`src/rtl/ro_freq_counter.sv`:
```
// Ring-oscillator frequency counter: settles the oscillator, counts synchronized
// rising edges of ro_in over a selectable gate window, and holds a 12-bit result.
module ro_freq_counter #(
  parameter int SETTLE_CYC = 16
) (
  input  logic       clk,
  input  logic       rst_n,
  input  logic       start,
  input  logic [1:0] gate_sel,
  input  logic       ro_in,
  input  logic       byte_sel,
  output logic       ro_en,
  output logic       busy,
  output logic       done,
  output logic       ovf,
  output logic [7:0] data_out
);
  localparam int SCW = (SETTLE_CYC > 1) ? $clog2(SETTLE_CYC) : 1;

  typedef enum logic [1:0] {IDLE, SETTLE, GATE, DONE} state_t;
  state_t state, nxt;

  logic            s1, s2, s3, rise;
  logic [SCW-1:0]  settle_cnt;
  logic [1:0]      win;
  logic [13:0]     gate_cnt, gate_max;
  logic [11:0]     edge_cnt, result;
  logic            ovf_int, settle_last, gate_last, sat;

  assign rise        = s2 & ~s3;
  assign sat         = &edge_cnt;
  assign settle_last = (settle_cnt == SCW'(SETTLE_CYC - 1));
  assign gate_last   = (gate_cnt == gate_max);

  always_comb begin
    case (win)
      2'd0:    gate_max = 14'd255;
      2'd1:    gate_max = 14'd1023;
      2'd2:    gate_max = 14'd4095;
      default: gate_max = 14'd16383;
    endcase
  end

  always_comb begin
    nxt = state;
    case (state)
      IDLE, DONE: if (start)       nxt = SETTLE;
      SETTLE:     if (settle_last) nxt = GATE;
      GATE:       if (gate_last)   nxt = DONE;
      default:                     nxt = IDLE;
    endcase
  end

  always_ff @(posedge clk or negedge rst_n) begin
    if (!rst_n) state <= IDLE;
    else        state <= nxt;
  end

  // Status outputs are flops fed from next-state so they track the state exactly.
  always_ff @(posedge clk or negedge rst_n) begin
    if (!rst_n) begin
      ro_en <= 1'b0;
      busy  <= 1'b0;
      done  <= 1'b0;
    end else begin
      ro_en <= (nxt == SETTLE) || (nxt == GATE);
      busy  <= (nxt == SETTLE) || (nxt == GATE);
      done  <= (nxt == DONE);
    end
  end

  always_ff @(posedge clk or negedge rst_n) begin
    if (!rst_n) begin
      s1 <= 1'b0;
      s2 <= 1'b0;
      s3 <= 1'b0;
    end else begin
      s1 <= ro_in;
      s2 <= s1;
      s3 <= s2;
    end
  end

  always_ff @(posedge clk or negedge rst_n) begin
    if (!rst_n) begin
      settle_cnt <= '0;
      win        <= 2'd0;
      gate_cnt   <= 14'd0;
      edge_cnt   <= 12'd0;
      ovf_int    <= 1'b0;
      result     <= 12'd0;
      ovf        <= 1'b0;
    end else begin
      case (state)
        IDLE, DONE: if (start) begin
          settle_cnt <= '0;
          win        <= gate_sel;
        end
        SETTLE: begin
          settle_cnt <= settle_cnt + 1'b1;
          if (settle_last) begin
            gate_cnt <= 14'd0;
            edge_cnt <= 12'd0;
            ovf_int  <= 1'b0;
          end
        end
        GATE: begin
          gate_cnt <= gate_cnt + 14'd1;
          if (rise) begin
            if (sat) ovf_int  <= 1'b1;
            else     edge_cnt <= edge_cnt + 12'd1;
          end
          // Final-cycle edge must land in the result, so fold it in here.
          if (gate_last) begin
            result <= (rise && !sat) ? edge_cnt + 12'd1 : edge_cnt;
            ovf    <= ovf_int | (rise & sat);
          end
        end
        default: ;
      endcase
    end
  end

  assign data_out = byte_sel ? {ovf, 3'b000, result[11:8]} : result[7:0];
endmodule

```
`config.mk`:
```
export PLATFORM = sky130hd
export DESIGN_NAME = ro_freq_counter
export DESIGN_NICKNAME = d
export VERILOG_FILES = /design/src/rtl/ro_freq_counter.sv
export SDC_FILE = /design/constraint.sdc
export NUM_CORES = 1
export LEC_CHECK = 0
export BUFFER_PORTS_ARGS = -buffer_cell sky130_fd_sc_hd__buf_4
export CAP_MARGIN = 10
export CELL_PAD_IN_SITES_DETAIL_PLACEMENT = 0
export CELL_PAD_IN_SITES_GLOBAL_PLACEMENT = 1
export CORE_ASPECT_RATIO = 1.1
export CORE_MARGIN = 5
export CORE_UTILIZATION = 40
export CTS_BUF_LIST = sky130_fd_sc_hd__clkbuf_16
export DETAILED_ROUTE_END_ITERATION = 6
export GPL_TIMING_DRIVEN = 0
export PLACE_DENSITY_LB_ADDON = 0.1
export REMOVE_ABC_BUFFERS = 1
export SKIP_CTS_REPAIR_TIMING = 1
export SYNTH_ARGS = -nofsm -noshare
export SYNTH_HDL_FRONTEND = slang
export SYNTH_SLANG_ARGS = --single-unit
```
`constraint.sdc`:
```
create_clock -name clk -period 2.5 [get_ports clk]
set_clock_uncertainty 0.2 [all_clocks]
set_input_delay 0.125 -clock clk [delete_from_list [all_inputs] [get_ports clk]]
set_output_delay 0.125 -clock clk [all_outputs]
set_load 0.01 [all_outputs]
```
# After elaboration in Yosys (flattened, before gate mapping)
# Index checks and enable logic that the tools add are counted.
# word_totals
regBits,53
in_bits,7
output_inout_bits,12
# classes
addsub,3
eq_ne,15
muxes,19
n_bitwise,4
n_reduce_logical,15
# op_table
op,n
2-to-1 mux 12 bit,4
case mux 14 bit (3 select lines),1
case mux 14 bit (2 select lines),1
case mux 12 bit (2 select lines),1
"adder 14 x 1 -> 14 bit, second input constant",1
equality test 14 bit,1
2-to-1 mux 14 bit,1
"adder 12 x 1 -> 12 bit, second input constant",1
AND reduction 12 bit,1
"equality test 2 bit, second input constant",5
"inequality test 2 bit, second input constant",5
2-to-1 mux 8 bit,1
case mux 4 bit (2 select lines),1
AND reduction 2 bit,4
AND reduction 4 bit,2
"equality test 2 x 1 -> 1 bit, second input constant",3
2-to-1 mux 2 bit,3
case mux 2 bit (3 select lines),1
"adder 4 x 1 -> 4 bit, second input constant",1
"equality test 4 bit, second input constant",1
zero test 2 bit,2
2-to-1 mux 4 bit,1
nonzero test 2 bit,2
2-to-1 mux 1 bit,3
other kinds (8),9

# Logic depth before layout (Yosys ltp)
# depth
word_depth,7
mapped_depth,9

# Least setup slack after synthesis
# OpenSTA, ideal clock, no wires.
# synth_timing
path_type,flip-flop to flip-flop
from,register state[0]
to,register busy
setup_ps,126
arrival_ps,1852
t_required_ps,2174
setup_slack_ps,322
path_stages_with_launch,10
cell_sequence,dfrtp_1 -> inv_1 -> ha_1 -> buf_2 -> nand2_1 -> nor3_2 -> nand3_4 -> buf_2 -> a21oi_1 -> ha_1
# synth_via
elab_chain_len,5
word_cells_on_any_way,12
classes_between,5 x eq/ne; 4 x mux; 3 x reduce/logical
# synth_lines
item,line_no,source
from (decl),21,"state_t state, nxt;"
from (signal assigned),56,else state <= nxt;
equality test 2 bit or zero test 2 bit (tied branches),46,case (state)
OR reduction 2 bit,46,
case mux 2 bit (3 select lines) *,46,
equality test 2 x 1 -> 1 bit or equality test 2 bit (tied branches),67,busy <= (nxt == SETTLE) || (nxt == GATE);
logical OR 1 bit *,67,
to (signal assigned),67,
to (decl),13,"output logic busy,"
# Mark *: on every way between the ends. The rest lies on a longest branch, timed or not.
# A chain may end at the register's enable or synchronous reset.

# Worst setup path after layout
# layout_timing
from,register edge_cnt[1]
to,register edge_cnt[3]
# layout_via
elab_chain_len,4
word_cells_on_any_way,7
classes_between,1 x add/sub; 1 x eq/ne; 3 x mux; 2 x reduce/logical
# layout_lines
item,line_no,source
from (decl),27,"logic [11:0] edge_cnt, result;"
from (signal assigned),111,else edge_cnt <= edge_cnt + 12'd1;
adder 12 x 1 -> 12 bit,111,
2-to-1 mux 12 bit,110,if (sat) ovf_int <= 1'b1;
2-to-1 mux 12 bit,109,if (rise) begin
case mux 12 bit (2 select lines),94,case (state)
# Parallel ways exist; a longest one is shown, timed or not. The select of a mux whose other input is x is not followed.

==> metrics.yaml <==
run_status:
  status: "completed"
grt:
  track_usage: 0.1392
  grt_antenna_before_repair: 0
  grt_overflow: 0
  grt_pass1_vias: 2178
  grt_pass1_wl_um: 10420
  grt_max_degree: 54
die:
  start_util: 0.4144
  num_rows: 32
  die_y_um: 99.62
  die_w_um: 91.47
  core_um2: 7047
  io_pins: 19
  dieArea_um2: 9112
pwr:
  combPwrFrac: 0.247
  ir_drop_v: 0.0003368
  p_seq_frac: 0.458
  power_switching_uw: 696.9
  leakage_nw: 1.449
  intPower_mw: 1.501
  p_per_area_nw_per_um2: 656.3
  clock_power_share: 0.295
  swShare: 0.3170
placement:
  place_area_um2: 3098
  dpl.cell_count: 388
  finalWeightedCongestion: 0.7299
  dpl.hpwl_um: 4249
  port_buffers: 18
synthesis:
  synthCells: 297
  synth_edf_count: 0
  ys_types: 53
  yosysWarnings: 0
  synth_area_leaders: "dfrtp_1 45%, nand2_1 4.0%, o21ai_0 3.6%, xor2_1 3.6%, nor2_1 3.2%"
  yosysTopAreaCell: "dfrtp_1"
  synthesis.area_um2: 2920
  synth_top_cell_area_share: 0.4542
  synthArstFlopShare: 1.000
  avgSynthCellArea_um2: 9.833
  ys_ff_latch: 53
  synth_flop_cell: "dfrtp_1"
  ys_seq_area_frac: 0.4542
clocking:
  clock_latency_ns: 0.29
  numCtsBuffers: 5
  cts_buffer_depth: 2
  clkSlewWorstSetupHoldPaths_ns: 0.07
  cts-root-buf: "clkbuf_16"
  cts.htree.levels: 2
  cts_tree: "done"
  cts.sinks: 53
critical_path:
  worstSetupPathType: "flip-flop to flip-flop"
  cp_cell_sequence: "ha_2, nand4_1, o31ai_4, buf_4, buf_6, nor2_2, a21o_1, a22o_1"
  cp_num_buf_inv: 2
  start_kind: "flip-flop"
  crit_arrival_ns: 2.36
  max_stage_delay_ns: 0.47
  critical_path.top_delay_family: "compound AO/OA/AOI/OAI gates"
  cp_slowest_cell: "dfrtp_1"
  cp.required_ns: 2.47
  critPathMaxFanout: 10
  end_kind: "flip-flop"
final_layout:
  num-nets-final: 333
  fin_area_um2: 3349
  diodes: 0
  fin_util: 0.4753
  drive_gt1_frac: 0.1875
  final_cells: 405
  area_growth_syn_to_layout_pct: 14.70
  fillers: 701
sta:
  period_share: 0.9564
  setup_viol: 0
  min_period_ns: 2.391
  relSlewSlack: 0.5272
  worstMarginPinSlew_ns: 0.7077
  finalHoldViolCount: 0
  final.setup.tns_ns: 0
  timing.fmax_mhz: 418.2
  drv_slew: 0
drt:
  routed_wl_um: 6421
  vias: 2230
  avgViaCountPerCell: 5.506
  drcViolationCount: 0
  drtAntennaViolNets: 0
  avgRoutedWirePerCell_um: 15.85
  drt_iter0_markers: 51
  dr.pass1.iters: 4
flow_run:
  maxCapViolCount: 0
worst_hold_path:
  hp-class: "input port to flip-flop"
==> power groups by stage <==
stage	clock network, mW	logic [mW]	registers (mW)
after floorplan	0	0.356	1.01
after global placement	0	0.500	1.02
after detailed placement	0	0.510	1.02
after CTS	0.669	0.513	1.00
after global routing	0.703	0.597	1.02
final	0.648	0.542	1.01
==> placed cells by master, fill, tap and decap left out, drive strengths merged, types with 2 or more instances in the layout <==
cell	instances
clkbuf	5
nand4	9
mux2	7
dlygate4sd3	4
or2	2
inv	8
nor2b	5
nor3b	3
ha	6
nand3	15
a21o	6
a22o	6
o31ai	6
buf	25
xnor2	4
o21ai	28
nor4	2
a21oi	12
nor2	26
dfrtp	53
nand2	31
xor2	12
mux2i	5
nor3	8
a211oi	3
nand2b	2
and3	5
a31oi	7
==> metrics by stage <==
| step | hold slack [ns] | total power, mW | worst slack (ns) |
|---|---|---|---|
| 2_1_floorplan | -0.3706 | 1.364 | -0.7077 |
| 3_3_place_gp | 0.02419 | 1.518 | -1.592 |
| 3_5_place_dp | 0.02521 | 1.530 | -0.6927 |
| 4_1_cts | -0.2854 | 2.187 | -0.7133 |
| 5_1_grt | 0.07886 | 2.322 | -0.01459 |
| 6_report | 0.06789 | 2.198 | 0.1090 |
==> synth_stat cells, drive strengths merged (4+ instances only) <==
master and instances:
and3 5, o31ai 6, buf 11, mux2i 5
mux2 7, inv 7, a21oi 12, a31oi 7
nand3 14, dfrtp 53, xnor2 4, nor2 26
nor3 8, a21o 6, nand2 31, xor2 12
nand4 9, ha 6, nor2b 5, o21ai 28
a22o 6
==> registers in the layout, indices dropped and copies added, names as in the netlist, 2 cells and up <==
signal / flops
edge_cnt: 12
gate_cnt: 14
result: 12
settle_cnt: 4
state: 2
win: 2
==> logic make-up (layout without fill, tap and decap cells) <==
logic type               count (synthesis)  after routing  synth area share
adder cells (fa/ha/maj)                  6              6           0.02571
flip-flops                              53             53            0.4542
buffers and inverters                   21             43           0.04199
AO/OA/AOI/OAI                           79             79            0.1894
AND/OR/NAND/NOR                        110            111            0.1967
multiplexers                            12             12           0.04413
XOR/XNOR                                16             16           0.04798
==> layout make-up <==
| type | count | area (um2) | share of cell area |
|---|---|---|---|
| well taps | 85 | 106.4 | 0.03175 |
| inverters | 7 | 26.28 | 0.007845 |
| clock inverters | 2 | 7.507 | 0.002241 |
| clock buffers | 5 | 125.1 | 0.03736 |
| flip-flops and latches | 53 | 1328 | 0.3963 |
| multi-input cells | 224 | 1521 | 0.4542 |
| repair buffers | 29 | 235.2 | 0.07023 |
==> worst min-delay path: cells and delay by family <==
family	cells	cell delay (ns)
AO/OA/AOI/OAI	1	0.17
AND/OR/NAND/NOR	1	0.13
buffers and inverters	1	0.08
==> metal layers <==
| layer | GRT usage | vias up | wire length (um) |
|---|---|---|---|
| met2 | 0.2430 | 30 | 3196 |
| met4 | 0.03725 | 0 | 70 |
| met3 | 0.02345 | 7 | 199 |
| met1 | 0.1775 | 1069 | 2955 |
| li1 | - | 1124 | - |
| met5 | 0 | - | 0 |
==> path summary, 6_finish.rpt <==
check / to / slack (ns) / cells after the start / start
max reg2reg: edge_cnt[3]$_DFFE_PN0P_ / 0.11 / 8 / edge_cnt[1]$_DFFE_PN0P_
min: state[1]$_DFF_PN0_ / 0.07 / 3 / start
max: edge_cnt[3]$_DFFE_PN0P_ / 0.11 / 8 / edge_cnt[1]$_DFFE_PN0P_
min in group asynchronous: result[7]$_DFFE_PN0P_ / 0.21 / 2 / rst_n
min reg2reg: s2$_DFF_PN0_ / 0.16 / 0 / s1$_DFF_PN0_
max in group asynchronous: edge_cnt[0]$_DFFE_PN0P_ / 1.38 / 2 / rst_n
(Power assumes the default switching activity.)
